[config.mk]
export PLATFORM = sky130hd
export DESIGN_NAME = counter_ext_flat
export DESIGN_NICKNAME = d
export VERILOG_FILES = /design/src/rtl/counter_ext_if.sv /design/src/rtl/counter_ext.sv /design/src/flat_wrapper.sv
export SDC_FILE = /design/constraint.sdc
export NUM_CORES = 1
export LEC_CHECK = 0
export ABC_AREA = 1
export BUFFER_PORTS_ARGS = -buffer_cell sky130_fd_sc_hd__buf_2
export CAP_MARGIN = 20
export CORE_UTILIZATION = 40
export DETAILED_ROUTE_END_ITERATION = 8
export SETUP_SLACK_MARGIN = 0.3
export SLEW_MARGIN = 0
export SYNTH_ARGS = -nofsm -noshare
export SYNTH_HDL_FRONTEND = slang
export SYNTH_SLANG_ARGS = --single-unit
[constraint.sdc]
create_clock -name Clk_i -period 2.6 [get_ports Clk_i]
set_clock_uncertainty 0.05 [all_clocks]
set_input_delay 0.26 -clock Clk_i [delete_from_list [all_inputs] [get_ports Clk_i]]
set_output_delay 0.26 -clock Clk_i [all_outputs]
set_load 0.01 [all_outputs]
[src/rtl/counter_ext_if.sv]
// Bus bundle for counter_ext: control inputs, load data, count and status outputs.
// Clear_i is present only when COUNTER_EXT_SYNC_CLEAR_EN is defined.
interface counter_ext_if #(
    parameter int unsigned Width = 32
);
    logic             Enable_i;
    logic             Up_i;
    logic             Load_i;
    logic [Width-1:0] LoadData_i;
    logic [Width-1:0] Data_o;
    logic             AtMax_o;
    logic             AtMin_o;
    logic             Wrap_o;
`ifdef COUNTER_EXT_SYNC_CLEAR_EN
    logic             Clear_i;

    modport master (
        output Enable_i, Up_i, Load_i, LoadData_i, Clear_i,
        input  Data_o, AtMax_o, AtMin_o, Wrap_o
    );
    modport slave (
        input  Enable_i, Up_i, Load_i, LoadData_i, Clear_i,
        output Data_o, AtMax_o, AtMin_o, Wrap_o
    );
`else
    modport master (
        output Enable_i, Up_i, Load_i, LoadData_i,
        input  Data_o, AtMax_o, AtMin_o, Wrap_o
    );
    modport slave (
        input  Enable_i, Up_i, Load_i, LoadData_i,
        output Data_o, AtMax_o, AtMin_o, Wrap_o
    );
`endif
endinterface

[src/rtl/counter_ext.sv]
// Parametrised bounded up/down counter with load, saturate/wrap mode and boundary flags.
// Optional synchronous clear (top priority) enabled by COUNTER_EXT_SYNC_CLEAR_EN.
module counter_ext #(
    parameter int unsigned     Width = 32,
    parameter longint unsigned Init  = 8,
    parameter longint unsigned Min   = 8,
    parameter longint unsigned Max   = 64,
    parameter bit              Wrap  = 1'b0
) (
    input  logic        Clk_i,
    input  logic        Reset_n_i,
    counter_ext_if.slave bus
);

    // Reject inconsistent bound sets at elaboration time.
    generate
        if (Width < 2) begin : g_bad_width
            $error("counter_ext: Width must be >= 2");
        end
        if (Min > Init || Init > Max) begin : g_bad_init
            $error("counter_ext: require Min <= Init <= Max");
        end
        if (Width < 64 && Max > ((64'd1 << Width) - 64'd1)) begin : g_bad_max
            $error("counter_ext: Max does not fit in Width bits");
        end
    endgenerate

    localparam logic [Width-1:0] INIT_V = Width'(Init);
    localparam logic [Width-1:0] MIN_V  = Width'(Min);
    localparam logic [Width-1:0] MAX_V  = Width'(Max);
    localparam logic [Width-1:0] ONE_V  = Width'(1);

    logic [Width-1:0] count_q;
    logic             wrap_q;
    logic [Width-1:0] load_clamped;

    always_comb begin
        if (bus.LoadData_i < MIN_V) begin
            load_clamped = MIN_V;
        end else if (bus.LoadData_i > MAX_V) begin
            load_clamped = MAX_V;
        end else begin
            load_clamped = bus.LoadData_i;
        end
    end

    // NOTE: state registers use non-blocking assignments so every flop samples pre-edge values.
    always_ff @(posedge Clk_i or negedge Reset_n_i) begin
        if (!Reset_n_i) begin
            count_q <= INIT_V;
            wrap_q  <= 1'b0;
        end else begin
            // NOTE: default the pulse low first so every branch below only sets it when wrapping.
            wrap_q <= 1'b0;
`ifdef COUNTER_EXT_SYNC_CLEAR_EN
            if (bus.Clear_i) begin
                count_q <= INIT_V;
            end else
`endif
            if (bus.Load_i) begin
                count_q <= load_clamped;
            end else if (bus.Enable_i) begin
                // Bound compared before stepping, so the Width-bit add/sub never overflows.
                if (bus.Up_i) begin
                    if (count_q < MAX_V) begin
                        count_q <= count_q + ONE_V;
                    end else if (Wrap) begin
                        count_q <= MIN_V;
                        wrap_q  <= 1'b1;
                    end
                end else begin
                    if (count_q > MIN_V) begin
                        count_q <= count_q - ONE_V;
                    end else if (Wrap) begin
                        count_q <= MAX_V;
                        wrap_q  <= 1'b1;
                    end
                end
            end
        end
    end

    assign bus.Data_o  = count_q;
    assign bus.AtMax_o = (count_q == MAX_V);
    assign bus.AtMin_o = (count_q == MIN_V);
    assign bus.Wrap_o  = wrap_q;

endmodule

[src/flat_wrapper.sv]
// flat-port wrapper written by rule: the top's interface ports become plain ports
module counter_ext_flat 
#(
    parameter int unsigned     Width = 32,
    parameter longint unsigned Init  = 8,
    parameter longint unsigned Min   = 8,
    parameter longint unsigned Max   = 64,
    parameter bit              Wrap  = 1'b0
)
  (Clk_i, Reset_n_i, bus_Enable_i, bus_Up_i, bus_Load_i, bus_LoadData_i, bus_Data_o, bus_AtMax_o, bus_AtMin_o, bus_Wrap_o);
  counter_ext_if #(.Width(Width)) bus_i ();
  input  logic Clk_i;
  input  logic Reset_n_i;
  input wire logic [$bits(bus_i.Enable_i)-1:0] bus_Enable_i;
  input wire logic [$bits(bus_i.Up_i)-1:0] bus_Up_i;
  input wire logic [$bits(bus_i.Load_i)-1:0] bus_Load_i;
  input wire logic [$bits(bus_i.LoadData_i)-1:0] bus_LoadData_i;
  output wire logic [$bits(bus_i.Data_o)-1:0] bus_Data_o;
  output wire logic [$bits(bus_i.AtMax_o)-1:0] bus_AtMax_o;
  output wire logic [$bits(bus_i.AtMin_o)-1:0] bus_AtMin_o;
  output wire logic [$bits(bus_i.Wrap_o)-1:0] bus_Wrap_o;
  assign bus_i.Enable_i = bus_Enable_i;
  assign bus_i.Up_i = bus_Up_i;
  assign bus_i.Load_i = bus_Load_i;
  assign bus_i.LoadData_i = bus_LoadData_i;
  assign bus_Data_o = bus_i.Data_o;
  assign bus_AtMax_o = bus_i.AtMax_o;
  assign bus_AtMin_o = bus_i.AtMin_o;
  assign bus_Wrap_o = bus_i.Wrap_o;
  counter_ext #(.Width(Width), .Init(Init), .Min(Min), .Max(Max), .Wrap(Wrap)) u_core (.Clk_i(Clk_i), .Reset_n_i(Reset_n_i), .bus(bus_i));
endmodule
==> results.md <==
- Final HPWL DP: 10,900 um
- Slew headroom: a little over two fifths
- First-pass GRT wire length: 22,500 um
- Nets: 907
- Slew Viols, Final: 0
- Critical Path Start Type: flop
- Max reg flops: 32
- Clock-pin slew on the worst setup and hold paths: ~0.09 ns
- CP Data Required Time: 2.75 ns
- Setup crit end kind: flop
- Core area: 9950 um^2
- H-tree depth: 2
- Worst hold slack: 0.0198 ns
- ANT nets after route: 0
- Commonest non-fill, non-tap cell in the layout: nand2_1
- Starting density of the core: 41.9%
- Clock period minus worst slack: about 2.2 ns
- Dpl cell area: 4660 um^2
- Commonest non-fill, non-tap cells in the layout: nand2_1, inv_1, nor2_1
- Pwr dens: 615 nW/um^2
- Cell Rows: 36
- # IOs: 72
- First-pass iteration count of the detailed router: 5
- Number of port buffers: 70
- Synth Cell Area: 4170 um^2
- Clk sinks: 32
- CTS tree: done
- Inserted Diodes: 0
- Tcrit/Tclk final: 84.0%
- Clk buf depth: 2
- F_max: between 400 and 500 MHz
- Sum Neg Setup Slack: 0 ns
- Clock root buffer: clkbuf_8
- DR WL/cell: 14.5 um
- Setup violators final: 0
- Die span in y: 104 um
- Area added between synthesis and finish: 15.8%
- Kind of critical path: reg -> reg
- Min-Delay Path Class: in -> async
- Via count: 4,875
- # DRC: 0
- Fraction of layout cells with a size suffix above 1: approximately an eighth
- Mapped Cells: approximately 770
- Sequential share of the synthesized area: 19.2%
- Hold Vio Cnt, Final: 0
- DRT iter0 DRCs: 388
- Lkg Pwr: approximately 3 nW
- RSZ-0062 raised after global routing: true
- Vias in the first global route: 4,494
- Final Cell Area: a little under 5000 um^2
- DRT Wirelength: 14,100 um
- Worst slew pin tran: 0.863 ns
- Critical Path Fanout Max: 5
- Setup Buffers After CTS: 0
- Syn avg cell area: 5.45 um^2
- Post-synthesis cell type count: 32
- Critical Path AT: 2.33 ns
- Global-route usage over all layers: between 20% and 30%
- Die X: around 100 um
- Vias per cell: 5.01
- Synth warn: 0
- Initial antenna violation count: 0
- Skew-Pair Late Insertion Delay: ~0.3 ns
- Die area: 10,800 um^2
- Filler cells: 1,094
- Largest net degree at the start of global routing: 38
- Post-synthesis sequential element count: 32
- Run status: complete, no violations
- Overall Power: 2.97 mW
- Synth Net Count: 833
- Global route total overflow: 0
- GP Congestion: 0.914
- CTS Buf Count: 5
- Worst VDD drop: 0.000292 V
- MaxCap Viol Count: 0
[metal layers]
| metal | up-vias | track usage [%] | wire [um] |
|---|---|---|---|
| li1 | 2528 | - | - |
| met1 | 2155 | 36.4 | 6580 |
| met2 | 174 | 40.3 | 6100 |
| met3 | 18 | 5.14 | 1130 |
| met4 | 0 | 7.76 | 255 |
| met5 | - | 0 | 0 |
[synth_stat cells]
cell type  count  area share (%)
nand2_1      325              29
inv_1        120              11
nor2_1        98             8.8
nand3_1       44             5.3
dfrtp_1       31              19
a21oi_1       30             3.6
ha_1          30             9.0
nand4_1       21             3.2
o21ai_0       20             2.4
o21ai_2        5             1.1
nand3b_1       4            0.72
nor2_2         4            0.60
buf_6          3            0.81
clkbuf_1       3            0.27
nor3_1         3            0.36
or2_2          3            0.45
xor2_1         3            0.63
buf_4          2            0.36
nor4_1         2            0.30
o21bai_1       2            0.36
a21o_1         1            0.18
and2_1         1            0.15
buf_8          1            0.36
conb_1         1           0.090
dfstp_2        1            0.63
fa_1           1            0.48
inv_6          1            0.21
nand2_4        1            0.27
nand3_2        1            0.24
nor3b_1        1            0.18
nor4b_1        1            0.21
o211ai_1       1            0.18
[repair_timing]
action	in CTS	in global routing
hold buffers	0	0
resized for setup	0	11
setup endpoints to repair	0	29
[cell type report]
class	instances	area [um^2]	area share [%]
Clock buffer	5	68.8	1.42
Timing Repair Buffer	75	400	8.29
Timing Repair inverter	1	8.76	0.181
Clock inverter	3	42.5	0.881
Multi-Input combinational cell	603	2870	59.5
Inverter	121	467	9.66
Tap cell	133	166	3.44
Sequential cell	32	803	16.6
[power by group]
group	total, mW	internal, mW	leakage (nW)	switching [mW]
combinational	1.71	0.585	2.52	1.12
sequential	0.738	0.597	0.416	0.141
clock	0.522	0.284	0.0541	0.237
total	2.97	1.47	2.99	1.50
[metrics by stage]
step	instances	utilization [%]	worst slack, ns
after floorplan	765	-	0.357
after global placement	964	46.8	0.270
after detailed placement	964	46.8	0.253
after CTS	972	48.0	0.309
after global routing	973	48.5	0.296
final	973	48.5	0.417
[worst max-delay path, cell delays in order, from the launching register on]
cell and delay [ns]:
dfrtp_1 0.49, ha_1 0.42, nand2_1 0.14, nor2_1 0.16, nand3_1 0.10, nand3b_1 0.27, nand2_1 0.16, nand2_1 0.09
nand2_1 0.05, nand4_1 0.09, nand2_1 0.07
[cell families (layout without fill, tap and decap cells)]
family	after synthesis	count (layout)	share of synthesized area, %
AND/OR/NAND/NOR	509	509	50.0
other	1	1	0.0899
flip-flops	32	32	19.2
buffers and inverters	130	205	12.8
adder cells (fa/ha/maj)	31	31	9.48
XOR/XNOR	3	3	0.630
AO/OA/AOI/OAI	59	59	7.77
[path summary, 6_finish.rpt]
check / depth (start not counted) / end / from / slack (ns)
worst max-delay path: 10 / u_core.bus.Data_o[27]$_DFFE_PN0P_ / u_core.bus.Data_o[7]$_DFFE_PN0P_ / 0.42
worst min-delay path: 1 / u_core.bus.Data_o[10]$_DFFE_PN0P_ / Reset_n_i / 0.02
worst max register to register: 10 / u_core.bus.Data_o[27]$_DFFE_PN0P_ / u_core.bus.Data_o[7]$_DFFE_PN0P_ / 0.42
worst min register to register: 2 / u_core.bus.Data_o[3]$_DFFE_PN1P_ / u_core.bus.Data_o[3]$_DFFE_PN1P_ / 0.49
max in group asynchronous: 1 / u_core.bus.Data_o[1]$_DFFE_PN0P_ / Reset_n_i / 1.89
min in group Clk_i: 5 / u_core.bus.Data_o[3]$_DFFE_PN1P_ / bus_LoadData_i[3] / 0.29
Power figures use the tool's default switching activity.
